`src/rtl/sfp_link_ctrl.sv`:
```
// SFP link controller: debounced detect/los, OFF/SETTLE/ACTIVE/FAULT sequencing, tone/PRBS7/passthrough tx.
// Define SFP_LINK_PRBS_EN to include the PRBS7 generator; otherwise i_mode=1 falls back to the tone.
module sfp_link_ctrl #(
    parameter int DIV_W      = 27,
    parameter int DEB_CYCLES = 1000,
    parameter int EN_DELAY   = 100000
) (
    input  logic             clk,
    input  logic             rst,
    input  logic             detect,
    input  logic             los,
    output logic             shutdown,
    output logic             tx,
    input  logic             i_enable,
    input  logic [1:0]       i_mode,
    input  logic [DIV_W-1:0] i_half_period,
    input  logic             i_data,
    output logic             o_present,
    output logic             o_los,
    output logic [2:0]       o_state,
    output logic             o_fault
);

    localparam logic [2:0] S_OFF    = 3'd0;
    localparam logic [2:0] S_SETTLE = 3'd1;
    localparam logic [2:0] S_ACTIVE = 3'd2;
    localparam logic [2:0] S_FAULT  = 3'd3;

    localparam logic [15:0] DEB_LAST = 16'(DEB_CYCLES - 1);
    localparam logic [23:0] DLY_LAST = 24'(EN_DELAY - 1);

    logic        det_s1, det_s2, los_s1, los_s2;
    logic        det_deb, los_deb;
    logic [15:0] det_cnt, los_cnt;

    // Synchronisers and debouncers reset to the safe "no module, no signal" view.
    always_ff @(posedge clk) begin
        if (rst) begin
            det_s1  <= 1'b1;
            det_s2  <= 1'b1;
            los_s1  <= 1'b1;
            los_s2  <= 1'b1;
            det_deb <= 1'b1;
            los_deb <= 1'b1;
            det_cnt <= '0;
            los_cnt <= '0;
        end else begin
            det_s1 <= detect;
            det_s2 <= det_s1;
            los_s1 <= los;
            los_s2 <= los_s1;
            if (det_s2 == det_deb) begin
                det_cnt <= '0;
            end else if (det_cnt == DEB_LAST) begin
                det_deb <= det_s2;
                det_cnt <= '0;
            end else begin
                det_cnt <= det_cnt + 16'd1;
            end
            if (los_s2 == los_deb) begin
                los_cnt <= '0;
            end else if (los_cnt == DEB_LAST) begin
                los_deb <= los_s2;
                los_cnt <= '0;
            end else begin
                los_cnt <= los_cnt + 16'd1;
            end
        end
    end

    assign o_present = ~det_deb;
    assign o_los     = los_deb;

    logic [2:0]  state, next_state;
    logic [23:0] dly_cnt;

    always_ff @(posedge clk) begin
        if (rst) begin
            state <= S_OFF;
        end else begin
            state <= next_state;
        end
    end

    always_comb begin
        next_state = S_OFF;
        if (i_enable && o_present) begin
            case (state)
                S_OFF:    next_state = S_SETTLE;
                S_SETTLE: next_state = (dly_cnt == DLY_LAST) ? S_ACTIVE : S_SETTLE;
                S_ACTIVE: next_state = o_los ? S_FAULT : S_ACTIVE;
                S_FAULT:  next_state = S_FAULT;
                default:  next_state = S_OFF;
            endcase
        end
    end

    always_ff @(posedge clk) begin
        if (rst || state != S_SETTLE) begin
            dly_cnt <= '0;
        end else begin
            dly_cnt <= dly_cnt + 24'd1;
        end
    end

    logic [DIV_W-1:0] tone_cnt, tone_cnt_nxt;
    logic             tone_lvl, tone_lvl_nxt;

    // >= rather than == so a half-period shrinking mid-count toggles at once instead of wrapping.
    always_comb begin
        tone_cnt_nxt = tone_cnt + 1'b1;
        tone_lvl_nxt = tone_lvl;
        if (tone_cnt >= i_half_period) begin
            tone_cnt_nxt = '0;
            tone_lvl_nxt = ~tone_lvl;
        end
    end

    always_ff @(posedge clk) begin
        if (rst || state != S_ACTIVE) begin
            tone_cnt <= '0;
            tone_lvl <= 1'b0;
        end else begin
            tone_cnt <= tone_cnt_nxt;
            tone_lvl <= tone_lvl_nxt;
        end
    end

`ifdef SFP_LINK_PRBS_EN
    logic [6:0] lfsr, lfsr_nxt;

    assign lfsr_nxt = {lfsr[5:0], lfsr[6] ^ lfsr[5]};

    always_ff @(posedge clk) begin
        if (rst || state != S_ACTIVE) begin
            lfsr <= 7'h7F;
        end else begin
            lfsr <= lfsr_nxt;
        end
    end
`endif

    logic src_bit;

    always_comb begin
        src_bit = 1'b0;
        case (i_mode)
            2'd0: src_bit = tone_lvl_nxt;
`ifdef SFP_LINK_PRBS_EN
            2'd1: src_bit = lfsr_nxt[6];
`else
            2'd1: src_bit = tone_lvl_nxt;
`endif
            2'd2: src_bit = i_data;
            default: src_bit = 1'b0;
        endcase
    end

    // Outputs are decoded from next_state so the registered pins change on the same edge as the state.
    logic shutdown_nxt, tx_nxt;

    always_comb begin
        shutdown_nxt = 1'b1;
        tx_nxt       = 1'b0;
        if (next_state == S_SETTLE || next_state == S_ACTIVE) begin
            shutdown_nxt = 1'b0;
        end
        if (state == S_ACTIVE && next_state == S_ACTIVE) begin
            tx_nxt = src_bit;
        end
    end

    always_ff @(posedge clk) begin
        if (rst) begin
            shutdown <= 1'b1;
            tx       <= 1'b0;
        end else begin
            shutdown <= shutdown_nxt;
            tx       <= tx_nxt;
        end
    end

    assign o_state = state;
    assign o_fault = (state == S_FAULT);

endmodule

```
`config.mk`:
```
export PLATFORM = sky130hd
export DESIGN_NAME = sfp_link_ctrl
export DESIGN_NICKNAME = d
export VERILOG_FILES = /design/src/rtl/sfp_link_ctrl.sv
export SDC_FILE = /design/constraint.sdc
export NUM_CORES = 1
export LEC_CHECK = 0
export ABC_AREA = 1
export BUFFER_PORTS_ARGS = -buffer_cell sky130_fd_sc_hd__buf_4
export CORE_MARGIN = 10
export CORE_UTILIZATION = 25
export CTS_CLUSTER_DIAMETER = 60
export CTS_CLUSTER_SIZE = 14
export DETAILED_ROUTE_END_ITERATION = 8
export GPL_TIMING_DRIVEN = 0
export PLACE_DENSITY = 0.41
export SYNTH_ARGS = -nofsm -noshare
export SYNTH_HDL_FRONTEND = slang
export SYNTH_SLANG_ARGS = --single-unit
```
`constraint.sdc`:
```
create_clock -name clk -period 2.5 [get_ports clk]
set_clock_uncertainty 0.2 [all_clocks]
set_input_delay 0.25 -clock clk [delete_from_list [all_inputs] [get_ports clk]]
set_output_delay 0.25 -clock clk [all_outputs]
set_load 0.03 [all_outputs]
```
After elaboration in Yosys (flattened, before gate mapping)
Index checks and enable logic that the tools add are counted.

Logic and storage cells: 59. Output and inout port bits: 8. Input bits: 35. Register bits after elaboration: 95.

Order comparisons: 1. Bitwise operators: 5. Reduce and logical (&&, ||, !) cells: 14. Equal/unequal tests: 14. Add/sub/neg operators: 4. Multiplexer cells: 7.

Operators by type and width (number): adder 16 x 1 -> 16 bit, second input constant (2); equality test 16 x 10 -> 1 bit, second input constant (2); adder 27 x 1 -> 27 bit, second input constant (1); greater-or-equal comparator 27 bit (1); adder 24 x 1 -> 24 bit, second input constant (1); equality test 24 x 17 -> 1 bit, second input constant (1); equality test 3 x 2 -> 1 bit, second input constant (3); case mux 2 bit (4 select lines) (1); equality test 3 x 1 -> 1 bit, second input constant (2); OR reduction 2 bit (3); OR reduction 3 bit (2); inverter 1 bit (5); 2-to-1 mux 2 bit (2); AND reduction 2 bit (2); zero test 3 bit (1); logical OR 1 bit (3); 2-to-1 mux 1 bit (3); != test 3 x 1 -> 1 bit, second input constant (1); != test 3 x 2 -> 1 bit, second input constant (1); equality test 1 bit (2); equality test 2 x 1 -> 1 bit, second input constant (1); equality test 2 bit, second input constant (1); logical AND 1 bit (2); zero test 2 bit (1); case mux 1 bit (2 select lines) (1).

Logic depth before layout (Yosys ltp)
Depth in word-level cells: 8. Mapped depth: 14. Gate-level depth less buffers: 14.

Least setup slack after synthesis
Ideal clock, no wire load.

Path kind: reg-to-reg. Start: reg dly_cnt[0]. End: reg shutdown. Stages on the path, launching flop included: 12. Arrival time: 1667 ps. Data required time: 2177 ps. Slack: 510 ps. Path buffers: 0. Library setup time: 123 ps. Cells stage by stage: dfxtp_1 -> ha_1 -> nand2_1 -> nor2_2 -> inv_2 -> nor3_1 -> nand3_1 -> nand2_1 -> nand2_1 -> inv_1 -> ha_1 -> or2_2.

Word-level cells in the longest chain between the ends: 7. Elaborated cells between the ends (all ways): 8. Those cells by class: eq/ne (3); mux (4); reduce/logical (1).

RTL lines: start: declaration (line 75) `logic [23:0] dly_cnt;`; start signal: assignment (line 102) `dly_cnt <= dly_cnt + 24'd1;`; equality test 24 x 17 -> 1 bit (*) (line 90) `S_SETTLE: next_state = (dly_cnt == DLY_LAST) ? S_ACTIVE : S_SETTLE;`; 2-to-1 mux 2 bit (*) (line 90); case mux 2 bit (4 select lines) (*) (line 88) `case (state)`; 2-to-1 mux 2 bit (*) (line 87) `if (i_enable && o_present) begin`; net next_state[1] (line 74) `logic [2:0] state, next_state;`; equality test 3 x 1 -> 1 bit / equality test 3 x 2 -> 1 bit (equally long branches) (line 165) `if (next_state == S_SETTLE || next_state == S_ACTIVE) begin`; logical OR 1 bit (*) (line 165); 2-to-1 mux 1 bit (*) (line 165); net shutdown_nxt (line 160) `logic shutdown_nxt, tx_nxt;`; end signal: assignment (line 178) `shutdown <= shutdown_nxt;`; end: declaration (line 12) `output logic shutdown,`.

Mark *: on every way through the listed nets, which the timed path passes. The rest lies on a longest branch. A chain may end at the register's enable or synchronous reset.

Final worst setup path
Start: reg dly_cnt[0]. End: reg shutdown.

Word-level cells in the longest chain between the ends: 7. Elaborated cells between the ends (all ways): 8. Those cells by class: eq/ne (3); mux (4); reduce/logical (1).

RTL lines (line): equality test 24 x 17 -> 1 bit (*) (90); 2-to-1 mux 2 bit (*) (90); case mux 2 bit (4 select lines) (*) (88); 2-to-1 mux 2 bit (*) (87); equality test 3 x 1 -> 1 bit / equality test 3 x 2 -> 1 bit (equally long branches) (165); logical OR 1 bit (*) (165); 2-to-1 mux 1 bit (*) (165); net shutdown_nxt (160).

Marks and branches as above.

==> out/results.tsv <==
stage	metric	value	unit
drt	DRC	0	
drt	via count	4660	
grt	first-pass GRT wire length	21800	µm
critical_path	crit path kind	flop to flop	
pwr	Overall Power	3.17	mW
drt	Via density	4.30	
critical_path	Critical-path top delay cell	dfxtp_1	
sta	measured slew at the worst slew-check pin	0.585	ns
layout	layout cells sized above 1	10.9	%
sta	Fin Hold WS	0.0276	ns
floorplanning	core area	0.0204	mm²
min_path	Hold/Removal Path Class	input port to flop	
grt	Total Routing Usage GR	9.93	%
critical_path	Worst setup SP type	flop	
synthesis	Mapped Area	0.00520	mm²
drt	Initial DRC Count	209	
cts	CTS tree	built	
grt	vias in the first global route	4549	
critical_path	most frequent CP cell	ha_1	
drt	final WL	13000	µm
drt	mean routed wirelength per cell	12.0	µm
critical_path	Cell Chain, Critical Path	ha_1 > nand2_1 > nor2_4 > inv_2 > nor3_1 > nand3_1 > o211ai_1 > ha_1 > or2_2	
sta	Slew Viols, Final	0	
sta	RSZ-0062 raised after global routing	false	
cts	clk root buf	clkbuf_16	
sta	slew margin rel.	60.6	%
cts	postcts setup bufs	0	
grt	largest net degree at the start of global routing	18	
sta	Final Hold Fails	0	
floorplanning	Top Ports	43	
grt	Overflow after GRT	0	
sta	setup TNS	0	ns
synthesis	Seq cells post-synth	94	
synthesis	Gate Count Post-Synth	756	
placed_design	# port buffers	40	
synthesis	post-synth cell types	42	
floorplanning	starting density of the core	25.5	%
layout	post-route cell area	0.00621	mm²
sta	Tcrit/Tclk final	90.0	%
synthesis	Mapped Avg Cell Area	6.88	µm²
critical_path	CP bufs+invs	1	
cts	clock transition at the registers of the reported paths	0.07	ns
sta	max frequency	444	MHz
placed_design	Placer Congestion	0.786	
layout	Layout area overhead	19.4	%
placed_design	DP Area	0.00584	mm²
synthesis	ys flop type	dfxtp_1	
synthesis	Seq/Total Area, Yosys	36.2	%
cts	Clock Latency Late Sink	0.35	ns
floorplanning	Die H	164	µm
drt	DRT Pass-1 Iters	5	
placed_design	hpwl dp	10200	µm
floorplanning	Rows	52	
layout	Layout fillers	2246	
cts	clk sinks	94	
synthesis	Async S/R FF share, synth	0	%
pwr	Max VDD drop	0.000359	V
layout	Ant. Diodes	0	
sta	final critical-path required period	2.25	ns
synthesis	Post-synth EDFFs	0	
layout	Nets	876	
critical_path	crit-path max cell delay	0.41	ns
critical_path	WP data arrival	2.29	ns
critical_path	CP delay by family, top	simple AND/OR/NAND/NOR gates	
synthesis	synth warn	0	
critical_path	CP Capture Type	flop	
cts	Max Root-Sink Buffers	2	
layout	Layout Utilization	30.5	%
sta	final setup violation count	0	
grt	initial antenna violation count	0	
drt	antenna-violating nets left	0	
job	max-cap violations	0	
pwr	PwrDens	510	mW/mm²
critical_path	CP required	2.54	ns
cts	Num CTS Buffers	9	
synthesis	syn nets	823	
critical_path	CP Max Fanout	5	
pwr	P_leak	2.54	nW
floorplanning	Die X-Extent	164	µm
status	status	finished clean	
floorplanning	die area	0.0270	mm²
cts	number of H-tree levels	3	
-- cell families (layout without fill, tap and decap cells) --
kind of cell    count (synthesis)  in the layout  share of synthesized area [%]
xor+xnor                       11             11                           1.85
other cells                     1              1                         0.0721
fa+ha+maj                      32             32                           7.70
buf+inv                       133            191                           9.75
flops                          94             94                           36.2
simple gates                  401            401                           35.5
compound gates                 84             84                           8.95
-- tightest hold or removal path, stage by stage --
cell and delay, ns:
buf_4 0.07, inv_1 0.05, nand3_1 0.09, nand2_1 0.05, inv_1 0.04
-- timing repair --
item                                    in CTS  in global routing
gates resized for setup                      0                  6
endpoints found under the setup margin       0                 21
hold buffers                                 2                  0
endpoints found under the hold margin        2                  0
-- flip-flops by register name, indices dropped and copies added, names as in the netlist, 2 cells and up --
name      cells
dly_cnt      24
det_cnt      16
los_cnt      16
o_state       2
tone_cnt     27
-- report_power, final --
group	internal [mW]	leakage [nW]	switching, mW
combinational	0.0572	1.62	0.0506
clock	0.894	0.156	0.664
sequential	1.50	0.758	0.00184
total	2.45	2.54	0.717
-- placed cells by master (no fill, tap or decap), types with 3 or more instances in the layout --
master,instances
ha_1,32
nand2_1,156
o21ai_0,16
xor2_1,7
clkbuf_1,3
nand3_1,37
buf_4,42
clkbuf_16,9
nor4_1,10
xnor2_1,4
nor2_1,100
o21a_1,5
dfxtp_1,94
a21oi_1,52
or2_2,10
or2_0,6
nand3b_1,4
a21oi_2,3
nand4_1,23
nor3b_1,9
inv_1,122
nor3_1,31
inv_2,4
-- metrics by stage --
step | instances | setup slack (ns)
detailed placement | 1066 | 0.0773
global placement | 1066 | 0.0486
CTS | 1084 | 0.0591
floorplan | 756 | 0.510
finish | 1084 | 0.249
global route | 1084 | 0.00449
-- Yosys cell counts, drive strengths merged (2+ instances only) --
library cell	number	area share [%]
o21a	5	0.72
a211oi	2	0.29
nand4	24	3.0
dfxtp	94	36
nor3b	9	1.3
nor2	104	7.7
nand3	38	3.8
nor3	33	3.6
buf	4	0.43
xor2	7	1.2
xnor2	4	0.67
or2	17	2.0
nor4	11	1.4
o21ai	16	1.5
ha	32	7.7
clkbuf	3	0.22
inv	126	9.1
a21oi	55	5.5
nand3b	4	0.58
nand2	159	12
-- layer usage --
layer / wire, µm / vias to the layer above / GRT usage, %
met1: 6320 / 2048 / 12.3
met3: 458 / 9 / 2.45
met2: 6070 / 49 / 16.7
met5: 0 / - / 0
li1: - / 2554 / -
met4: 114 / 0 / 2.92
-- final cells by class --
cell class	count	area [µm²]	share of cell area (%)
clock buffer	9	225	3.63
multi-input combinational	529	2830	45.5
buffer	7	38.8	0.625
clock inverter	7	106	1.71
sequential	94	1880	30.3
timing repair buffer	42	320	5.16
tap	270	338	5.44
inverter	126	473	7.62
-- path summary, 6_finish.rpt --
| check | start | to | slack, ns | cells after the start |
|---|---|---|---|---|
| hold / removal | i_mode[1] | tx$_SDFF_PP0_ | 0.03 | 5 |
| setup reg to reg | dly_cnt[0]$_SDFF_PP0_ | shutdown$_SDFF_PP1_ | 0.25 | 9 |
| hold reg to reg | det_s1$_SDFF_PP1_ | det_s2$_SDFF_PP1_ | 0.21 | 1 |
| setup / recovery | dly_cnt[0]$_SDFF_PP0_ | shutdown$_SDFF_PP1_ | 0.25 | 9 |
Power figures use the tool's default switching activity.
